**src/rtl/mips_trace_tx.sv**
```systemverilog
// Commit-trace transmitter: captures one retired-instruction record per cycle,
// stamps it with a free-running cycle count, buffers it in a small FIFO and
// serialises each record as a fixed 12-byte frame on a valid/ready byte stream.
module mips_trace_tx #(
    parameter int FIFO_DEPTH = 4,
    parameter int CYCLE_W    = 16
) (
    input  logic        clk,
    input  logic        rst,
    input  logic        rec_valid,
    input  logic [31:0] rec_pc,
    input  logic [5:0]  rec_opcode,
    input  logic [5:0]  rec_funct,
    input  logic [31:0] rec_wd,
    output logic [7:0]  tx_data,
    output logic        tx_valid,
    input  logic        tx_ready,
    output logic        tx_last,
    output logic        overflow,
    output logic [7:0]  drop_count
);

    localparam int AW = $clog2(FIFO_DEPTH);

    typedef struct packed {
        logic [3:0]         cls;
        logic [CYCLE_W-1:0] stamp;
        logic [31:0]        pc;
        logic [31:0]        wd;
    } rec_t;

    typedef enum logic {IDLE, SEND} state_t;

    logic [CYCLE_W-1:0] cyc;
    rec_t               mem [FIFO_DEPTH];
    logic [AW-1:0]      wr_ptr;
    logic [AW-1:0]      rd_ptr;
    logic [AW:0]        count;
    rec_t               new_rec;
    rec_t               frame;
    state_t             state;
    logic [3:0]         idx;
    logic               full;
    logic               empty;
    logic               push;
    logic               pop;
    logic               frame_done;

    // Byte i of the frame held in f; multi-byte fields go out little-endian.
    function automatic logic [7:0] frame_byte(input rec_t f, input logic [3:0] i);
        case (i)
            4'd0:    frame_byte = 8'hA5;
            4'd1:    frame_byte = {4'h0, f.cls};
            4'd2:    frame_byte = f.stamp[7:0];
            4'd3:    frame_byte = f.stamp[15:8];
            4'd4:    frame_byte = f.pc[7:0];
            4'd5:    frame_byte = f.pc[15:8];
            4'd6:    frame_byte = f.pc[23:16];
            4'd7:    frame_byte = f.pc[31:24];
            4'd8:    frame_byte = f.wd[7:0];
            4'd9:    frame_byte = f.wd[15:8];
            4'd10:   frame_byte = f.wd[23:16];
            4'd11:   frame_byte = f.wd[31:24];
            default: frame_byte = 8'h00;
        endcase
    endfunction

    // Classify the retiring instruction and build the record to be buffered.
    always_comb begin
        // NOTE: every field gets a default first so no path can infer a latch.
        new_rec.cls   = 4'hF;
        new_rec.stamp = cyc;
        new_rec.pc    = rec_pc;
        new_rec.wd    = (rec_opcode == 6'd0) ? rec_wd : 32'h0;
        case (rec_opcode)
            6'd0: begin
                case (rec_funct)
                    6'd32:   new_rec.cls = 4'd0;
                    6'd34:   new_rec.cls = 4'd1;
                    6'd36:   new_rec.cls = 4'd2;
                    6'd37:   new_rec.cls = 4'd3;
                    default: new_rec.cls = 4'hF;
                endcase
            end
            6'd35:   new_rec.cls = 4'd4;
            6'd43:   new_rec.cls = 4'd5;
            6'd4:    new_rec.cls = 4'd6;
            6'd2:    new_rec.cls = 4'd7;
            default: new_rec.cls = 4'hF;
        endcase
    end

    // A full FIFO still accepts a record when the transmitter pops in the same cycle.
    assign full       = (count == (AW+1)'(FIFO_DEPTH));
    assign empty      = (count == '0);
    assign frame_done = (state == SEND) && tx_valid && tx_ready && (idx == 4'd11);
    assign pop        = !empty && ((state == IDLE) || frame_done);
    assign push       = rec_valid && (!full || pop);

    // Free-running cycle stamp, wrapping at the counter width.
    always_ff @(posedge clk) begin
        // NOTE: sequential state uses non-blocking assignments only.
        if (!rst) cyc <= '0;
        else      cyc <= cyc + CYCLE_W'(1);
    end

    // Record storage and the frame shift source.
    always_ff @(posedge clk) begin
        // NOTE: storage is deliberately not reset; occupancy is tracked by count.
        if (push) mem[wr_ptr] <= new_rec;
        if (pop)  frame       <= mem[rd_ptr];
    end

    // FIFO pointers, occupancy and drop accounting.
    always_ff @(posedge clk) begin
        if (!rst) begin
            wr_ptr     <= '0;
            rd_ptr     <= '0;
            count      <= '0;
            overflow   <= 1'b0;
            drop_count <= 8'd0;
        end else begin
            if (push) wr_ptr <= wr_ptr + AW'(1);
            if (pop)  rd_ptr <= rd_ptr + AW'(1);
            case ({push, pop})
                2'b10:   count <= count + (AW+1)'(1);
                2'b01:   count <= count - (AW+1)'(1);
                default: count <= count;
            endcase
            if (rec_valid && !push) begin
                overflow <= 1'b1;
                if (drop_count != 8'hFF) drop_count <= drop_count + 8'd1;
            end
        end
    end

    // Frame serialiser FSM with registered stream outputs.
    always_ff @(posedge clk) begin
        if (!rst) begin
            state    <= IDLE;
            idx      <= 4'd0;
            tx_valid <= 1'b0;
            tx_data  <= 8'h00;
            tx_last  <= 1'b0;
        end else begin
            case (state)
                IDLE: begin
                    if (pop) begin
                        state    <= SEND;
                        idx      <= 4'd0;
                        tx_valid <= 1'b1;
                        tx_data  <= 8'hA5;
                        tx_last  <= 1'b0;
                    end
                end
                SEND: begin
                    if (tx_valid && tx_ready) begin
                        if (idx != 4'd11) begin
                            idx     <= idx + 4'd1;
                            tx_data <= frame_byte(frame, idx + 4'd1);
                            tx_last <= (idx == 4'd10);
                        end else if (pop) begin
                            idx     <= 4'd0;
                            tx_data <= 8'hA5;
                            tx_last <= 1'b0;
                        end else begin
                            state    <= IDLE;
                            tx_valid <= 1'b0;
                            tx_data  <= 8'h00;
                            tx_last  <= 1'b0;
                        end
                    end
                end
                default: state <= IDLE;
            endcase
        end
    end

endmodule

```
**config.mk**
```make
export PLATFORM = sky130hd
export DESIGN_NAME = mips_trace_tx
export DESIGN_NICKNAME = d
export VERILOG_FILES = /design/src/rtl/mips_trace_tx.sv
export SDC_FILE = /design/constraint.sdc
export NUM_CORES = 1
export LEC_CHECK = 0
export ABC_AREA = 1
export CORE_MARGIN = 4
export CORE_UTILIZATION = 35
export CTS_CLUSTER_DIAMETER = 60
export DETAILED_ROUTE_END_ITERATION = 10
export PLACE_DENSITY = 0.52
export SETUP_SLACK_MARGIN = 0.4
export SYNTH_ARGS = -nofsm -noshare
export SYNTH_HDL_FRONTEND = slang
export SYNTH_SLANG_ARGS = --single-unit
```
**constraint.sdc**
```tcl
create_clock -name clk -period 14.7 [get_ports clk]
set_input_delay 2.94 -clock clk [delete_from_list [all_inputs] [get_ports clk]]
set_output_delay 2.94 -clock clk [all_outputs]
set_load 0.01 [all_outputs]
```
==> qor.log <==
qor: setup_path.slowest_delay 0.91 ns
qor: placed_design.hpwlAfterDp 25290 um
qor: cts.clock_tree.root_cell clkbuf_16
qor: synth.synth_nets 1580
qor: setup_path.worstPathArrival 6.43 ns
qor: setup_path.path_class input pin to register
qor: hold_path.min-delay-path-class register to register
qor: detailed_routing.routed_wirelength 42690 um
qor: timing.period_share 42.39%
qor: synth.synth.top_cell.area_share 68.73%
qor: synth.ys_seq_elements 467
qor: final_layout.layout-drive-gt1-share 6.926%
qor: setup_path.path_max_fanout 53
qor: die.coreArea 0.05161 mm^2
qor: timing.maxSlewHeadroom 23.23%
qor: final_layout.sequential_cell_area 0.01356 mm^2
qor: setup_path.worst-endpoint-required 14.90 ns
qor: synth.synth.cell_area 0.01835 mm^2
qor: detailed_routing.routedWlPerCell 18.59 um
qor: timing.whs 0.4672 ns
qor: setup_path.setup.worst_path.end_class register
qor: timing.setup_total_negative_slack 0 ns
qor: die.io_pins 99
qor: cts.tritoncts built
qor: timing.fin_worst_skew 0.01486 ns
qor: detailed_routing.vias 11221
qor: setup_path.critical_path_launch_point_type input pin
qor: final_layout.areaGrowthSynthToFinish 17.37%
qor: synth.syn_area_per_cell 12.33 um^2
qor: final_layout.final_net_count 1673
qor: detailed_routing.route.detailed.vias_per_inst 4.885
qor: final_layout.mostFrequentLayoutCells 420 x edfxtp_1, 271 x nor2_1, 191 x o21ai_0
qor: synth.synth_sequential_area_ratio 73.86%
qor: placed_design.place_congestion 0.7949
qor: die.floorplan.initialDensity 35.55%
qor: cts.buffers_inserted_during_post_cts_setup_optimization 0
qor: die.placementRows 83
qor: final_layout.fillerInstances 4803
qor: cts.cts-resized-gates 0
qor: setup_path.timing.critical_path.slowest_stage_cell nor2_4
qor: final_layout.final_common_cell edfxtp_1
qor: die.dieHeight 237.0 um
qor: final_layout.antenna-diode-count 0
qor: synth.synth.yosys.warnings 0
qor: detailed_routing.route.antenna.remaining_nets 0
qor: detailed_routing.detail_route.drc_violations 0
qor: global_route.grt-ovfl-total 0
qor: timing.worst_max_slew_pin_slew 1.149 ns
qor: pwr.power.static_leakage 7.456 nW
qor: global_route.grt_antenna_before_repair 0
qor: cts.cts.hold.buffers_added 0
qor: outcome.status complete, no violations
qor: setup_path.path_common_cell nand2_1
qor: synth.netlist_instances 1488
qor: pwr.power_density 162.6 mW/mm^2
qor: die.die_w 237.0 um
qor: cts.clock_insertion_delay_worst_skew 0.58 ns
qor: run.max_cap_viol_count 0
qor: synth.synth_top_area_cell edfxtp_1
qor: detailed_routing.drt_iter0_markers 868
qor: timing.final.min_clock_period 6.232 ns
qor: pwr.worst_ir_drop_vdd 0.00007955 V
qor: synth.yosys-top-cells-area edfxtp_1 69%, nor2_1 5.6%, o21ai_0 5.2%
qor: global_route.vias_in_the_first_global_route 10930
qor: detailed_routing.drt_first_pass_iters 4
qor: timing.rsz0062_at_grt false
qor: global_route.grt_first_pass_wirelength 64980 um
qor: setup_path.critical_path.cell_chain clkdlybuf4s50_1, nand2_1, nand2_1, nand2_1, nor2_4, buf_4, nor2_1, nor2_2, inv_1, nor2_4, buf_4
qor: cts.cts_max_path_buffers 3
qor: timing.clock.fmax 160.5 MHz
qor: die.fp.dieArea 0.05616 mm^2
qor: timing.final-hold-violation-count 0
qor: global_route.grt_start_max_net_pins 97
qor: synth.synthDistinctLibCells 42
qor: timing.maxSlewViolCount 0
qor: final_layout.multiInputGateArea 0.004172 mm^2
qor: cts.clk_pin_slew_worst_paths 0.06 ns
qor: cts.tritoncts.num_buffers 48
qor: cts.cts_max_level 2
qor: global_route.global_route_usage_sum 14.81%
qor: placed_design.port_buffers 98
qor: timing.setup_viol_count_final 0
qor: cts.clock_sink_count 467
## path summary, 6_finish.rpt
| kind | from | end | cells past startpoint | slack, ns |
|---|---|---|---|---|
| min reg2reg | overflow | overflow | 1 | 0.47 |
| max | tx_ready | mem[0][40] | 11 | 8.47 |
| max reg2reg | idx[0] | mem[0][40] | 11 | 10.25 |
| min | overflow | overflow | 1 | 0.47 |
## routing by layer
metal / share of wire (%) / up-vias / global-route usage [%]
met5: 0 / - / 0
met4: 2.4 / 0 / 4.565
met2: 48 / 195 / 23.80
met3: 3.4 / 62 / 2.166
li1: - / 5501 / -
met1: 47 / 5463 / 20.92
## logic make-up (layout without fill, tap and decap cells)
family,Yosys count,after routing,synth area share (%)
compound gates,315,315,9.417
simple gates,520,520,11.80
flops,467,467,73.86
xor+xnor,7,7,0.4773
buf+inv,167,296,3.587
fa+ha+maj,12,12,0.8591
## where the power goes
group | switching (mW) | total (mW) | internal, mW
Combinational | 0.425 | 0.581 | 0.156
Sequential | 0.0636 | 1.75 | 1.68
Clock | 0.492 | 1.17 | 0.681
Total | 0.981 | 3.50 | 2.52
## Yosys cell counts
cell and instances:
a2111oi_0 1, a211oi_1 1, a21oi_1 24, a21oi_2 1, a21oi_4 1, a31o_2 1, a31oi_1 1, buf_1 1
buf_2 10, buf_4 1, buf_6 2, clkbuf_1 55, dfxtp_1 47, edfxtp_1 420, fa_1 1, ha_1 11
inv_1 96, inv_2 2, nand2_1 151, nand2_2 5, nand2_4 1, nand3_1 41, nand3b_1 1, nand4_1 17
nor2_1 275, nor2_2 4, nor2_4 6, nor3_1 13, nor3_2 2, nor3b_1 2, nor4_1 2, o2111ai_1 1
o211ai_1 4, o21a_1 1, o21ai_0 191, o21ai_1 2, o22ai_1 85, o31ai_1 1, xnor2_1 1, xnor2_2 1
xor2_1 4, xor2_4 1
## cell type report
cell class | instances | area share (%)
tap | 680 | 3.950
sequential | 467 | 62.95
clock buffer | 62 | 5.920
inverter | 98 | 1.731
clock inverter | 24 | 1.040
timing repair buffer | 112 | 5.042
multi-input combinational | 854 | 19.37
## sequential cells by signal (all words and copies together), names as in the netlist
register	count
count	3
cyc	16
drop_count	8
frame	84
idx	4
mem	336
overflow	1
rd_ptr	2
state	1
tx_data	8
tx_last	1
tx_valid	1
wr_ptr	2
## worst max-delay path, delay by kind of cell
kind	cells	cell delay, ns
buf+inv	4	1.88
simple gates	7	1.49
## metrics by stage
step | setup slack, ns | cell area (um^2) | std cells | total power [mW] | utilization (%)
6_report | 8.468 | 21540 | 2297 | 3.501 | 41.73
3_3_place_gp | 7.809 | 20040 | 2211 | 2.368 | 38.83
5_1_grt | 8.216 | 21540 | 2297 | 3.676 | 41.73
2_1_floorplan | 5.764 | 18350 | 1488 | 2.128 | -
4_1_cts | 8.466 | 21540 | 2297 | 3.551 | 41.73
3_5_place_dp | 7.837 | 20040 | 2211 | 2.374 | 38.83
Power figures use the tool's default switching activity.
